$ cat src/rtl/ocra1_pkg.sv
// Shared types and constants for the OCRA1 four-channel AD5781 DAC interface.
// Field positions describe the 24-bit AD5781 SPI word.
package ocra1_pkg;

    localparam int unsigned WORD_W  = 24;
    localparam int unsigned DAC_W   = 18;

    localparam int unsigned RW_BIT  = 23;
    localparam int unsigned ADDR_HI = 22;
    localparam int unsigned ADDR_LO = 20;
    localparam int unsigned DATA_HI = 19;
    localparam int unsigned DATA_LO = 2;

    localparam logic [ADDR_HI-ADDR_LO:0] ADDR_DAC = 3'b001;

    typedef enum logic [1:0] {
        ST_IDLE,
        ST_SHIFT,
        ST_GAP,
        ST_LDAC
    } state_t;

    typedef struct packed {
        logic                       rw;
        logic [ADDR_HI-ADDR_LO:0]   addr;
        logic [DAC_W-1:0]           data;
        logic [DATA_LO-1:0]         rsvd;
    } ad5781_word_t;

    // Builds a DAC-register write word for an 18-bit output code.
    function automatic logic [WORD_W-1:0] dac_write_word(input logic [DAC_W-1:0] value);
        logic [WORD_W-1:0] w;
        w                   = '0;
        w[RW_BIT]           = 1'b0;
        w[ADDR_HI:ADDR_LO]  = ADDR_DAC;
        w[DATA_HI:DATA_LO]  = value;
        return w;
    endfunction

endpackage

$ cat src/rtl/ocra1_shreg.sv
// Per-channel 24-bit load / shift-left register; MSB drives the serial data line.
// Shifting in zeros leaves the line low once the whole word has gone out.
module ocra1_shreg
    import ocra1_pkg::*;
(
    input  logic              clk,
    input  logic              rst,
    input  logic              load,
    input  logic              shift,
    input  logic [WORD_W-1:0] din,
    output logic              msb
);

    logic [WORD_W-1:0] sr_q;

    always_ff @(posedge clk or posedge rst) begin
        if (rst) begin
            sr_q <= '0;
        end else if (load) begin
            sr_q <= din;
        end else if (shift) begin
            sr_q <= {sr_q[WORD_W-2:0], 1'b0};
        end
    end

    assign msb = sr_q[WORD_W-1];

endmodule

$ cat src/rtl/ocra1_iface.sv
// OCRA1 board interface: shifts four 24-bit AD5781 words out in parallel on a
// shared serial clock/frame, then pulses LDAC to update all four DACs together.
module ocra1_iface
    import ocra1_pkg::*;
#(
    parameter int unsigned SCLK_HALF   = 1,
    parameter int unsigned LDAC_CYCLES = 2
) (
    input  logic              clk,
    input  logic              rst,
    input  logic [WORD_W-1:0] datax_i,
    input  logic [WORD_W-1:0] datay_i,
    input  logic [WORD_W-1:0] dataz_i,
    input  logic [WORD_W-1:0] dataz2_i,
    input  logic              valid_i,
    output logic              busy_o,
    output logic              oc1_clk_o,
    output logic              oc1_syncn_o,
    output logic              oc1_ldacn_o,
    output logic              oc1_sdox_o,
    output logic              oc1_sdoy_o,
    output logic              oc1_sdoz_o,
    output logic              oc1_sdoz2_o
);

    localparam int unsigned HALF_W     = (SCLK_HALF > 1) ? $clog2(SCLK_HALF) : 1;
    localparam int unsigned PHASES     = 2 * WORD_W;
    localparam int unsigned PHASE_W    = $clog2(PHASES);
    localparam int unsigned GAP_CYCLES = 2;
    localparam int unsigned CNT_MAX    = (LDAC_CYCLES > GAP_CYCLES) ? LDAC_CYCLES : GAP_CYCLES;
    localparam int unsigned CNT_W      = (CNT_MAX > 1) ? $clog2(CNT_MAX) : 1;

    state_t               state_q, state_d;
    logic [HALF_W-1:0]    half_q, half_d;
    logic [PHASE_W-1:0]   phase_q, phase_d;
    logic [CNT_W-1:0]     cnt_q, cnt_d;
    logic                 sclk_q, sclk_d;
    logic                 syncn_q, syncn_d;
    logic                 ldacn_q, ldacn_d;
    logic                 busy_q, busy_d;
    logic                 load_c;
    logic                 shift_c;

    logic [3:0][WORD_W-1:0] words;
    logic [3:0]             sdo;

    // State and registered outputs
    always_ff @(posedge clk or posedge rst) begin
        if (rst) begin
            state_q <= ST_IDLE;
            half_q  <= '0;
            phase_q <= '0;
            cnt_q   <= '0;
            sclk_q  <= 1'b1;
            syncn_q <= 1'b1;
            ldacn_q <= 1'b1;
            busy_q  <= 1'b0;
        end else begin
            state_q <= state_d;
            half_q  <= half_d;
            phase_q <= phase_d;
            cnt_q   <= cnt_d;
            sclk_q  <= sclk_d;
            syncn_q <= syncn_d;
            ldacn_q <= ldacn_d;
            busy_q  <= busy_d;
        end
    end

    // Next state; output values describe the cycle being entered.
    // Even phases are the high half of a serial clock period, odd phases the low half.
    always_comb begin
        state_d = state_q;
        half_d  = half_q;
        phase_d = phase_q;
        cnt_d   = cnt_q;
        sclk_d  = 1'b1;
        syncn_d = 1'b1;
        ldacn_d = 1'b1;
        busy_d  = 1'b1;
        load_c  = 1'b0;
        shift_c = 1'b0;

        case (state_q)
            ST_IDLE: begin
                busy_d = 1'b0;
                if (valid_i) begin
                    load_c  = 1'b1;
                    state_d = ST_SHIFT;
                    half_d  = '0;
                    phase_d = '0;
                    syncn_d = 1'b0;
                    busy_d  = 1'b1;
                end
            end

            ST_SHIFT: begin
                syncn_d = 1'b0;
                sclk_d  = sclk_q;
                if (half_q == HALF_W'(SCLK_HALF - 1)) begin
                    half_d  = '0;
                    // Next bit is presented as the serial clock rises again
                    shift_c = phase_q[0];
                    if (phase_q == PHASE_W'(PHASES - 1)) begin
                        state_d = ST_GAP;
                        phase_d = '0;
                        cnt_d   = '0;
                        syncn_d = 1'b1;
                        sclk_d  = 1'b1;
                    end else begin
                        phase_d = phase_q + PHASE_W'(1);
                        sclk_d  = phase_q[0];
                    end
                end else begin
                    half_d = half_q + HALF_W'(1);
                end
            end

            ST_GAP: begin
                if (cnt_q == CNT_W'(GAP_CYCLES - 1)) begin
                    state_d = ST_LDAC;
                    cnt_d   = '0;
                    ldacn_d = 1'b0;
                end else begin
                    cnt_d = cnt_q + CNT_W'(1);
                end
            end

            ST_LDAC: begin
                ldacn_d = 1'b0;
                if (cnt_q == CNT_W'(LDAC_CYCLES - 1)) begin
                    state_d = ST_IDLE;
                    cnt_d   = '0;
                    ldacn_d = 1'b1;
                    busy_d  = 1'b0;
                end else begin
                    cnt_d = cnt_q + CNT_W'(1);
                end
            end

            default: begin
                state_d = ST_IDLE;
                busy_d  = 1'b0;
            end
        endcase
    end

    assign words = {dataz2_i, dataz_i, datay_i, datax_i};

    for (genvar ch = 0; ch < 4; ch++) begin : g_ch
        ocra1_shreg u_shreg (
            .clk   (clk),
            .rst   (rst),
            .load  (load_c),
            .shift (shift_c),
            .din   (words[ch]),
            .msb   (sdo[ch])
        );
    end

    assign busy_o      = busy_q;
    assign oc1_clk_o   = sclk_q;
    assign oc1_syncn_o = syncn_q;
    assign oc1_ldacn_o = ldacn_q;
    assign oc1_sdox_o  = sdo[0];
    assign oc1_sdoy_o  = sdo[1];
    assign oc1_sdoz_o  = sdo[2];
    assign oc1_sdoz2_o = sdo[3];

endmodule

$ cat config.mk
export PLATFORM = sky130hd
export DESIGN_NAME = ocra1_iface
export DESIGN_NICKNAME = d
export VERILOG_FILES = /design/src/rtl/ocra1_pkg.sv /design/src/rtl/ocra1_shreg.sv /design/src/rtl/ocra1_iface.sv
export SDC_FILE = /design/constraint.sdc
export NUM_CORES = 1
export LEC_CHECK = 0
export ABC_AREA = 1
export BUFFER_PORTS_ARGS = -buffer_cell sky130_fd_sc_hd__buf_2
export CAP_MARGIN = 20
export CORE_MARGIN = 1.5
export CORE_UTILIZATION = 59
export DETAILED_ROUTE_END_ITERATION = 8
export GPL_ROUTABILITY_DRIVEN = 0
export GPL_TIMING_DRIVEN = 0
export PLACE_DENSITY = 0.94
export REMOVE_ABC_BUFFERS = 1
export SYNTH_ARGS = -nofsm -noshare
export SYNTH_HDL_FRONTEND = slang
export SYNTH_SLANG_ARGS = --single-unit
$ cat constraint.sdc
create_clock -name clk -period 7.2 [get_ports clk]
set_input_delay 1.08 -clock clk [delete_from_list [all_inputs] [get_ports clk]]
set_output_delay 1.08 -clock clk [all_outputs]
set_load 0.1 [all_outputs]
==> results of run 1 <==
==> area by class of cell <==
type	instances	area, um2	area share [%]
flip-flops and latches	109	2730	46.3
multi-input cells	357	1800	30.5
repair buffers	109	606	10.3
inverters	107	404	6.84
clock buffers	12	135	2.29
well taps	105	131	2.23
clock inverters	4	97.6	1.65
==> worst paths after layout <==
check / start / end / depth (start not counted)
max: state_q[1] / g_ch[3].u_shreg.sr_q[22] / 6
min: g_ch[1].u_shreg.sr_q[19] / g_ch[1].u_shreg.sr_q[19] / 2
max reg2reg: state_q[1] / g_ch[3].u_shreg.sr_q[22] / 6
min in group asynchronous: rst / g_ch[3].u_shreg.sr_q[23] / 2
min reg2reg: g_ch[1].u_shreg.sr_q[19] / g_ch[1].u_shreg.sr_q[19] / 2
max in group asynchronous: rst / oc1_clk_o / 3
==> placed cells by master (no fill, tap or decap), drive strengths merged <==
| master | netlist | final |
|---|---|---|
| o21ai | 277 | 277 |
| nand4 | 1 | 1 |
| nand2 | 46 | 46 |
| a21oi | 2 | 2 |
| or2 | 1 | 1 |
| clkbuf | 27 | 12 |
| ha | 6 | 6 |
| dfstp | 3 | 3 |
| buf | 15 | 109 |
| nand3 | 13 | 13 |
| clkinvlp | 0 | 1 |
| o211ai | 1 | 1 |
| inv | 107 | 107 |
| nor2 | 10 | 10 |
| dfrtp | 106 | 106 |
| bufinv | 0 | 3 |
==> metrics by stage <==
step                total power, mW  cells  setup WS [ps]
global placement               2.05    784          -1250
detailed placement             2.11    787           4130
CTS                            2.54    803           4320
floorplan                      1.85    573           1120
finish                         2.53    803           4370
global route                   2.75    803           4080
==> logic make-up after synthesis <==
family / after synthesis / synth area share, %
AOI/OAI and AO/OA: 280 / 27.6
DFF: 109 / 53.1
buffers and inverters: 149 / 12.2
and+or+nand+nor: 71 / 5.64
adders and majority gates: 6 / 1.46
==> worst max-delay path: stages, from the launching register on <==
cell     delay, ps
dfrtp_1        410
inv_1          100
ha_1           300
nand2_4        690
nand2_2        630
buf_12         380
o21ai_0        200
==> synth_stat cells <==
cell type and n:
o21ai_0 195, inv_1 107, dfrtp_1 106, o21ai_1 78, nand2_1 45, clkbuf_1 22
nand3_1 13, nor2_1 10, buf_2 7, buf_6 6, ha_1 6, clkbuf_2 5
o21ai_2 4, dfstp_2 3, a21oi_1 2, buf_4 2, nand2_2 1, nand4_1 1
o211ai_1 1, or2_2 1
==> report_power, final <==
group	internal (mW)	leakage [nW]	total (mW)	switching, mW
combinational	0.322	1.59	1.09	0.764
clock	0.232	0.111	0.423	0.191
sequential	0.925	1.28	1.02	0.0937
total	1.48	2.98	2.53	1.05
==> metal layers <==
metal / vias to the layer above / wire [um] / part of all wire [%] / global-route usage, %
met4: 0 / 100 / 0.92 / 7.13
met1: 2106 / 4560 / 42 / 27.0
li1: 2165 / - / - / -
met3: 10 / 778 / 7.2 / 7.27
met2: 143 / 5370 / 50 / 44.4
met5: - / 0 / 0 / 0
==> sequential cells by signal (all words and copies together) (netlist names) <==
name,count
g_ch.u_shreg.sr_q,96
phase_q,6
state_q,2
busy_o,1
cnt_q,1
oc1_clk_o,1
oc1_ldacn_o,1
oc1_syncn_o,1
==> summary.md, run 1 <==
| Metric | Value |
|---|---|
| CP Capture Type | flop |
| Fmax | 354 MHz |
| Synth Instances | 615 |
| CTS tree | done |
| CTS sink count | 109 |
| Final Hold Vio Count | 0 |
| Seq cells post-synth | 109 |
| Later-pin clock latency in the skew report | 360 ps |
| Slew Limit Fails | 0 |
| Post-route ant nets | 0 |
| Dpl cell area | 0.00567 mm2 |
| # setup viols final | 0 |
| Final TNS setup | 0 ps |
| Synthesized area per cell | 8.36 um2 |
| Skew final | 11.5 ps |
| Synth cell types | 20 |
| Post-layout util | 70.8% |
| Total Wirelength | 10.8 mm |
| Syn-to-layout area delta | 14.8% |
| Diodes inserted | 0 |
| Vias per cell | 5.51 |
| Hpwl dp | 7.06 mm |
| CP Max Fanout | 97 |
| Clock root buffer | clkbuf_8 |
| Hold WS | 522 ps |
| Yosys top cell area share | 51.6% |
| CP Class | flop to flop |
| Starting Density | 61.7% |
| TritonCTS Buffers | 9 |
| Cell area after synthesis | 0.00514 mm2 |
| Largest cells by area after synthesis | dfrtp_1 (52%), o21ai_0 (19%), inv_1 (7.8%) |
| Status | completed |
| Pleak | 2.98 nW |
| Vias | 4424 |
| DRT iter0 DRCs | 237 |
| Unrepaired setup endpoints after global routing | false |
| Fillers | 634 |
| Initial antenna violation count | 0 |
| Startpoint Class | flop |
| Peak VDD IR | 0.349 mV |
| Worst hold path class | flop to flop |
| Chip height | 96.4 um |
| Post_cts resized | 0 |
| Fin nets | 798 |
| GRT Total Usage | 24.2% |
| Slew @ Worst Pin | 951 ps |
| Share of cells above drive strength 1 | 19.2% |
| Crit path arrival time | 3090 ps |
| Vias in the first global route | 4206 |
| Minimum clock period after layout | 2830 ps |
| Final period util | 39.3% |
| Worst R2R Setup Slack | 4370 ps |
| Die area | 0.00929 mm2 |
| CTS clk-pin slew, worst paths | 100 ps |
| Largest net degree at the start of global routing | 98 |
| Cell taking the most area after synthesis | dfrtp_1 |
| Total grt overflow | 0 |
| Pre-Repair DR Iteration Count | 5 |
| DIE WIDTH | 96.4 um |
| Setup Fix Bufs, Post-CTS | 0 |
| Drt wl/cell | 13.5 um |
| Worst EP required | 7470 ps |
| H-tree lvl count | 3 |
| Core outline area | 0.00834 mm2 |
| Pwr dens | 428 mW/mm2 |
| Core Rows | 33 |
| Number of buffers added on ports | 106 |
| I/O Pins | 107 |
| Hold-fix buffers, CTS | 0 |
| First-pass GRT wire length | 17.5 mm |
| Yosys warns | 0 |
| Drt drc | 0 |
| Max-Cap Viols | 0 |
| Final Cell Area | 0.00590 mm2 |
| Max Root-Sink Buffers | 2 |
| Sequential area share after synthesis | 53.1% |
| Relative slew margins | 36.6% |
(Power assumes the default switching activity.)
==> run 2, diff against run 1 <==
ABC_AREA = 0   (was 1)
CORE_UTILIZATION = 55   (was 59)
PLACE_DENSITY = 0.89   (was 0.94)
clock period = 2.7 ns   (was 7.2 ns; I/O delays follow)
==> summary.md, run 2 <==
| Metric | Value |
|---|---|
| Status | completed |
| Later-pin clock latency in the skew report | 350 ps (about the same) |
| Clock root buffer | clkbuf_8 |
| Slowest Stage Delay on Critical Path | 420 ps (-270 ps) |
| CP Class | flop to flop |
| Yosys warns | 0 (unchanged) |
| Most common cell in the netlist | dfrtp_1 |
| Instance count on the critical path | 8 (+2) |
| Worst R2R Setup Slack | 280 ps (-4090 ps) |
| Drt wl/cell | 13.9 um (+3.1%) |
| Pwr dens | 1050 mW/mm2 (+140%) |
| Startpoint Class | flop |
| Vias per cell | 5.33 (-3.3%) |
| Core outline area | 0.00885 mm2 (+6.1%) |
| Fraction of registers with async set/reset | 100% (unchanged) |
| Max Root-Sink Buffers | 2 (unchanged) |
| H-tree lvl count | 3 (unchanged) |
| # setup viols final | 0 (unchanged) |
| CTS tree | done |
| Initial antenna violation count | 0 (unchanged) |
| Synthesized area per cell | 10.7 um2 (+28%) |
| RR Endpoint | g_ch[3].u_shreg.sr_q[14] |
| Unrepaired setup endpoints after global routing | false |
| Core Rows | 34 (+3.0%) |
| Critical Path Slowest Stage Cell | dfrtp_1 |
| Max-Cap Viols | 0 (unchanged) |
| Hold-fix buffers, CTS | 0 (unchanged) |
| Total grt overflow | 0 (unchanged) |
| Setup Fix Bufs, Post-CTS | 0 (unchanged) |
| CTS clk-pin slew, worst paths | 100 ps (about the same) |
| Setup slack at placement | 0.391 ps (-4130 ps) |
| Die area | 0.00981 mm2 (+5.7%) |
| CP Capture Type | flop |
| Relative slew margins | 51.1% (+15 points) |
| Total Wirelength | 9.46 mm (-13%) |
| First-pass GRT wire length | 16.1 mm (-8.3%) |
| Final Worst Setup Slack | 281 ps (-4090 ps) |
| Share of cells above drive strength 1 | 23.7% (+4.5 points) |
| Worst hold path class | primary input to asynchronous set/reset pin |
| Slew Limit Fails | 0 (unchanged) |
| Top_reg_cell synth | dfrtp_1 |
| Setup crit start | state_q[0] |
| Commonest cells after routing, fill and taps aside | dfrtp_1 (106), buf_2 (106), nand2_1 (99) |
| Pre-Repair DR Iteration Count | 4 (-1) |
| TritonCTS Buffers | 9 (unchanged) |
| Cell taking the most area after synthesis | dfrtp_1 |
| Chip height | 99.1 um (+2.8%) |
| DRT iter0 DRCs | 112 (-53%) |
| Starting Density | 57.4% (-4.3 points) |
| FF-to-FF path depth | 8 (+2) |
| Drt drc | 0 (unchanged) |
| Seq cells post-synth | 109 (unchanged) |
| Top reg by flops | g_ch.u_shreg.sr_q |
| Number of buffers added on ports | 106 (unchanged) |
| Hold WS | 120 ps (-402 ps) |
| Final Hold Vio Count | 0 (unchanged) |
| Fmax | 413 MHz (+17%) |
| CTS sink count | 109 (unchanged) |
| Pleak | 2.66 nW (-11%) |
| Largest cells by area after synthesis | dfrtp_1 (52%), mux2i_1 (19%), nand2_1 (7.3%) |
| Minimum clock period after layout | 2420 ps (-409 ps) |
| Peak VDD IR | 0.542 mV (+55%) |
| Crit path max-delay family | buffers and inverters |
| Crit path arrival time | 2650 ps (-440 ps) |
| Worst path most repeated cell | buf_12 |
| Syn-to-layout area delta | 15.8% |
| Diodes inserted | 0 (unchanged) |
| Post-synth top cells | dfrtp_1 (106), nand2_1 (99), mux2i_1 (95), o21ai_0 (54), o21ai_1 (42) |
| Sequential area share after synthesis | 53.8% (+0.69 points) |
| Worst EP required | 2930 ps (-4540 ps) |
| Cell area after synthesis | 0.00508 mm2 (-1.3%) |
| Hpwl dp | 6.54 mm (-7.4%) |
| Skew final | 12.7 ps (+1.18 ps) |
| Post-synth EDFFs | 0 (unchanged) |
| Largest net degree at the start of global routing | 66 (-33%) |
| Post_cts resized | 0 (unchanged) |
| DIE WIDTH | 99.1 um (+2.8%) |
| Number of flip-flops in the largest register | 96 (unchanged) |
| Final period util | 89.6% (+50 points) |
| Fin nets | 673 (-16%) |
| CP Max Fanout | 50 (-48%) |
| Synth cell types | 33 (+65%) |
| Last element of the critical path | g_ch[3].u_shreg.sr_q[14] |
| Yosys top cell area share | 52.3% (+0.67 points) |
| Top Registers | g_ch.u_shreg.sr_q (96), phase_q (6), state_q (2) |
| I/O Pins | 107 (unchanged) |
| Slew @ Worst Pin | 733 ps (-218 ps) |
| Post-route ant nets | 0 (unchanged) |
| Worst-path cell chain | inv_1 -> ha_1 -> and2_4 -> buf_16 -> a21oi_4 -> buf_12 -> buf_12 -> o21ai_0 |
| Vias in the first global route | 3674 (-13%) |
| Vias | 3629 (-18%) |
| Synth Instances | 475 (-23%) |
| GRT Total Usage | 20.2% (-4.0 points) |
| Buf/Inv on CP | 4 (+2) |
| Reg2reg start | state_q[0] |
[run 2: cell count changes after synthesis, sizes merged, moves of 2 or more]
cell,delta
nor2b,+3
buf,+11
o21ai,-180
mux2i,+95
o31ai,+2
nor2,-8
inv,-102
clkbuf,-21
a22o,+7
nand2,+53
nand3,-10
nor3,+2
[run 2: metrics by stage]
step	TNS, ps	power (mW)	std cells	util (%)	area, um2
2_1_floorplan	-420330	4.66	443	-	4870
5_1_grt	0	6.63	681	66.4	5880
4_1_cts	0	6.22	680	66.3	5870
3_5_place_dp	0	5.25	663	64.2	5680
6_report	0	6.15	681	66.4	5880
3_3_place_gp	-742660	5.11	657	62.6	5540
[run 2: logic make-up after synthesis]
logic type	after synthesis	synth area share, %
AND/OR/NAND/NOR	115	9.12
AO/OA/AOI/OAI	112	12.2
flip-flops	109	53.8
multiplexers	96	19.0
buffers and inverters	37	4.41
adder cells (fa/ha/maj)	6	1.48
[run 2: area by class of cell]
cell class | count | area, um2
fillers | 713 | 2970
repair buffers | 112 | 666
clock inverters | 4 | 50.0
multi-input cells | 331 | 2140
flip-flops and latches | 109 | 2730
clock buffers | 12 | 135
well taps | 108 | 135
inverters | 5 | 21.3
[run 2: layer usage]
layer  part of all wire [%]  global-route usage, %  vias to the layer above
met1                     44                   25.0                     1697
li1                       -                      -                     1830
met3                    6.4                   5.32                       10
met2                     48                   35.1                       92
met5                      0                      0                        -
met4                   0.97                   6.07                        0
[run 2: how the worst min path moves through the flow]
stage               cells after the start                      from                  endpoint  slack (ps)
finish                                  2                       rst   g_ch[3].u_shreg.sr_q[4]         120
global route                            2                       rst   g_ch[3].u_shreg.sr_q[8]         160
CTS                                     2                       rst   g_ch[2].u_shreg.sr_q[3]         120
detailed placement                      2  g_ch[3].u_shreg.sr_q[23]  g_ch[3].u_shreg.sr_q[23]         470
global placement                        2  g_ch[0].u_shreg.sr_q[23]  g_ch[0].u_shreg.sr_q[23]         460
floorplan                               2  g_ch[0].u_shreg.sr_q[10]  g_ch[0].u_shreg.sr_q[10]         450
[run 2: where the power goes]
| part | internal (mW) | switching [mW] | total, mW | leakage, nW |
|---|---|---|---|---|
| registers | 2.25 | 0.331 | 2.58 | 1.42 |
| clock network | 0.430 | 0.511 | 0.941 | 0.0866 |
| logic | 1.02 | 1.61 | 2.62 | 1.15 |
| total | 3.70 | 2.45 | 6.15 | 2.66 |
[run 2: what timing repair did]
action,4_1_cts,5_1_grt
endpoints found under the setup margin,6,43
pin swaps,1,1
gates cloned,1,1
==> run 3, diff against run 2 <==
ABC_CLOCK_PERIOD_IN_PS = 2700   (was unset)
CORE_UTILIZATION = 51   (was 55)
PLACE_DENSITY = 0.84   (was 0.89)
==> summary.md, run 3 (synthesis results as in run 2) <==
| Metric | Value |
|---|---|
| Drt drc | 0 (unchanged) |
| Top reg by flops | g_ch.u_shreg.sr_q |
| Max-Cap Viols | 0 (unchanged) |
| H-tree lvl count | 3 (unchanged) |
| Hpwl dp | 6.54 mm (about the same) |
| CTS clk-pin slew, worst paths | 100 ps (about the same) |
| Post_cts resized | 0 (unchanged) |
| DIE WIDTH | 103 um (+3.7%) |
| CP Class | flop to flop |
| Buf/Inv on CP | 3 (-1) |
| Slew @ Worst Pin | 803 ps (+70.6 ps) |
| Worst-path cell chain | inv_1 -> ha_1 -> and2_4 -> a21oi_4 -> buf_16 -> buf_12 -> o21ai_0 |
| Vias in the first global route | 3479 (-5.3%) |
| Peak VDD IR | 0.464 mV (-14%) |
| Core Rows | 36 (+5.9%) |
| Total grt overflow | 0 (unchanged) |
| TritonCTS Buffers | 9 (unchanged) |
| Diodes inserted | 0 (unchanged) |
| Final period util | 91.5% (+1.9 points) |
| Later-pin clock latency in the skew report | 360 ps (about the same) |
| Slew Limit Fails | 0 (unchanged) |
| CTS tree | done |
| Number of buffers added on ports | 106 (unchanged) |
| Switching power | 2.45 mW (about the same) |
| Crit path max-delay family | compound AO/OA/AOI/OAI gates |
| Critical Path Slowest Stage Cell | a21oi_4 |
| Commonest cells after routing, fill and taps aside | dfrtp_1 (106), buf_2 (106), nand2_1 (99) |
| Number of flip-flops in the largest register | 96 (unchanged) |
| Pleak | 2.67 nW (+0.62%) |
| Setup Fix Bufs, Post-CTS | 0 (unchanged) |
| Post-Layout Cell Count | 704 (+3.4%) |
| Worst EP required | 2930 ps (about the same) |
| Slowest Stage Delay on Critical Path | 560 ps (+140 ps) |
| Initial antenna violation count | 0 (unchanged) |
| Die area | 0.0106 mm2 (+7.6%) |
| Relative slew margins | 46.4% (-4.7 points) |
| Startpoint Class | flop |
| Skew final | 5.54 ps (-7.15 ps) |
| CP Capture Type | flop |
| CP Max Fanout | 51 (+2.0%) |
| GRT Total Usage | 18.4% (-1.8 points) |
| Crit path arrival time | 2700 ps (+50 ps) |
| Worst hold path class | primary input to asynchronous set/reset pin |
| Syn-to-layout area delta | 16.7% |
| Chip height | 103 um (+3.7%) |
| Status | completed |
| Reg power frac | 41.4% (-0.6 points) |
| Switch share | 39.4% (-0.43 points) |
| Clock root buffer | clkbuf_8 |
| Hold WS | 147 ps (+27.2 ps) |
| P_int | 3.77 mW (+1.9%) |
| DRT iter0 DRCs | 58 (-48%) |
| Starting Density | 52.2% (-5.2 points) |
| CTS sink count | 109 (unchanged) |
| Vias per cell | 5.06 (-5.0%) |
| Post-route ant nets | 0 (unchanged) |
| Top Registers | g_ch.u_shreg.sr_q (96), phase_q (6), state_q (2) |
| Minimum clock period after layout | 2470 ps (+51.0 ps) |
| Gate power share | 42.3% (-0.4 points) |
| Clock power share | 16.3% (+1.0 points) |
| Pwr dens | 1050 mW/mm2 (+0.30%) |
| Pre-Repair DR Iteration Count | 4 (unchanged) |
| Drt wl/cell | 13.2 um (-4.7%) |
| Fin nets | 671 (-0.30%) |
| Vias | 3564 (-1.8%) |
| I/O Pins | 107 (unchanged) |
| Max Root-Sink Buffers | 2 (unchanged) |
| Total Wirelength | 9.31 mm (-1.5%) |
| Core outline area | 0.00973 mm2 (+10%) |
| Share of cells above drive strength 1 | 23.6% (-0.092 points) |
| Placed insts | 688 (+3.8%) |
| Final Hold Vio Count | 0 (unchanged) |
| Unrepaired setup endpoints after global routing | false |
| Largest net degree at the start of global routing | 57 (-14%) |
| Fmax | 405 MHz (-2.1%) |
| Fillers | 836 (+17%) |
| First-pass GRT wire length | 15.4 mm (-4.5%) |
| Hold-fix buffers, CTS | 0 (unchanged) |
| # setup viols final | 0 (unchanged) |
run 3: cell count changes in the layout (fill, tap and decap cells not counted), sizes merged:
cell,previous run,this run
clkinvlp,2,0
clkbuf,12,13
and2,3,1
clkinv,1,2
run 3: metal layers:
metal	up-vias	global-route usage, %	part of all wire [%]
li1	1826	-	-
met1	1641	22.3	45
met2	86	31.2	47
met3	11	5.15	6.4
met4	0	7.28	1.2
met5	-	0	0
run 3: worst paths after layout:
check / startpoint / end / slack [ps] / depth (start not counted)
max: state_q[0] / g_ch[3].u_shreg.sr_q[15] / 230 / 7
min: rst / g_ch[2].u_shreg.sr_q[11] / 150 / 2
max reg2reg: state_q[0] / g_ch[3].u_shreg.sr_q[15] / 230 / 7
min reg2reg: g_ch[0].u_shreg.sr_q[19] / g_ch[0].u_shreg.sr_q[19] / 490 / 2
max in group asynchronous: rst / oc1_clk_o / 1790 / 3
min in group clk: dataz_i[0] / g_ch[2].u_shreg.sr_q[0] / 270 / 2
run 3: stage by stage:
step                total power [mW]  setup TNS [ps]  worst slack [ps]  cell area, um2  util, %
finish                          6.22               0               230            5930     60.9
global placement                5.12         -750370             -6000            5570     57.2
global route                    6.70               0              22.3            5930     60.9
CTS                             6.29               0               217            5930     60.9
floorplan                       4.66         -420330             -3770            4870        -
detailed placement              5.27               0               224            5720     58.8
run 3: cell type report:
| class | count | area, um2 | area share (%) |
|---|---|---|---|
| sequential | 109 | 2730 | 46.1 |
| tap | 133 | 166 | 2.81 |
| timing repair buffer | 112 | 681 | 11.5 |
| clock buffer | 13 | 159 | 2.68 |
| clock inverter | 3 | 43.8 | 0.739 |
| inverter | 5 | 21.3 | 0.359 |
| multi-input combinational | 329 | 2120 | 35.8 |
run 3: power groups by stage:
stage	clock (mW)	sequential (mW)	combinational (mW)
after floorplan	0	2.87	1.78
after global placement	0	2.58	2.54
after detailed placement	0	2.61	2.66
after CTS	1.04	2.58	2.66
after global routing	1.09	2.65	2.95
final	1.01	2.58	2.63
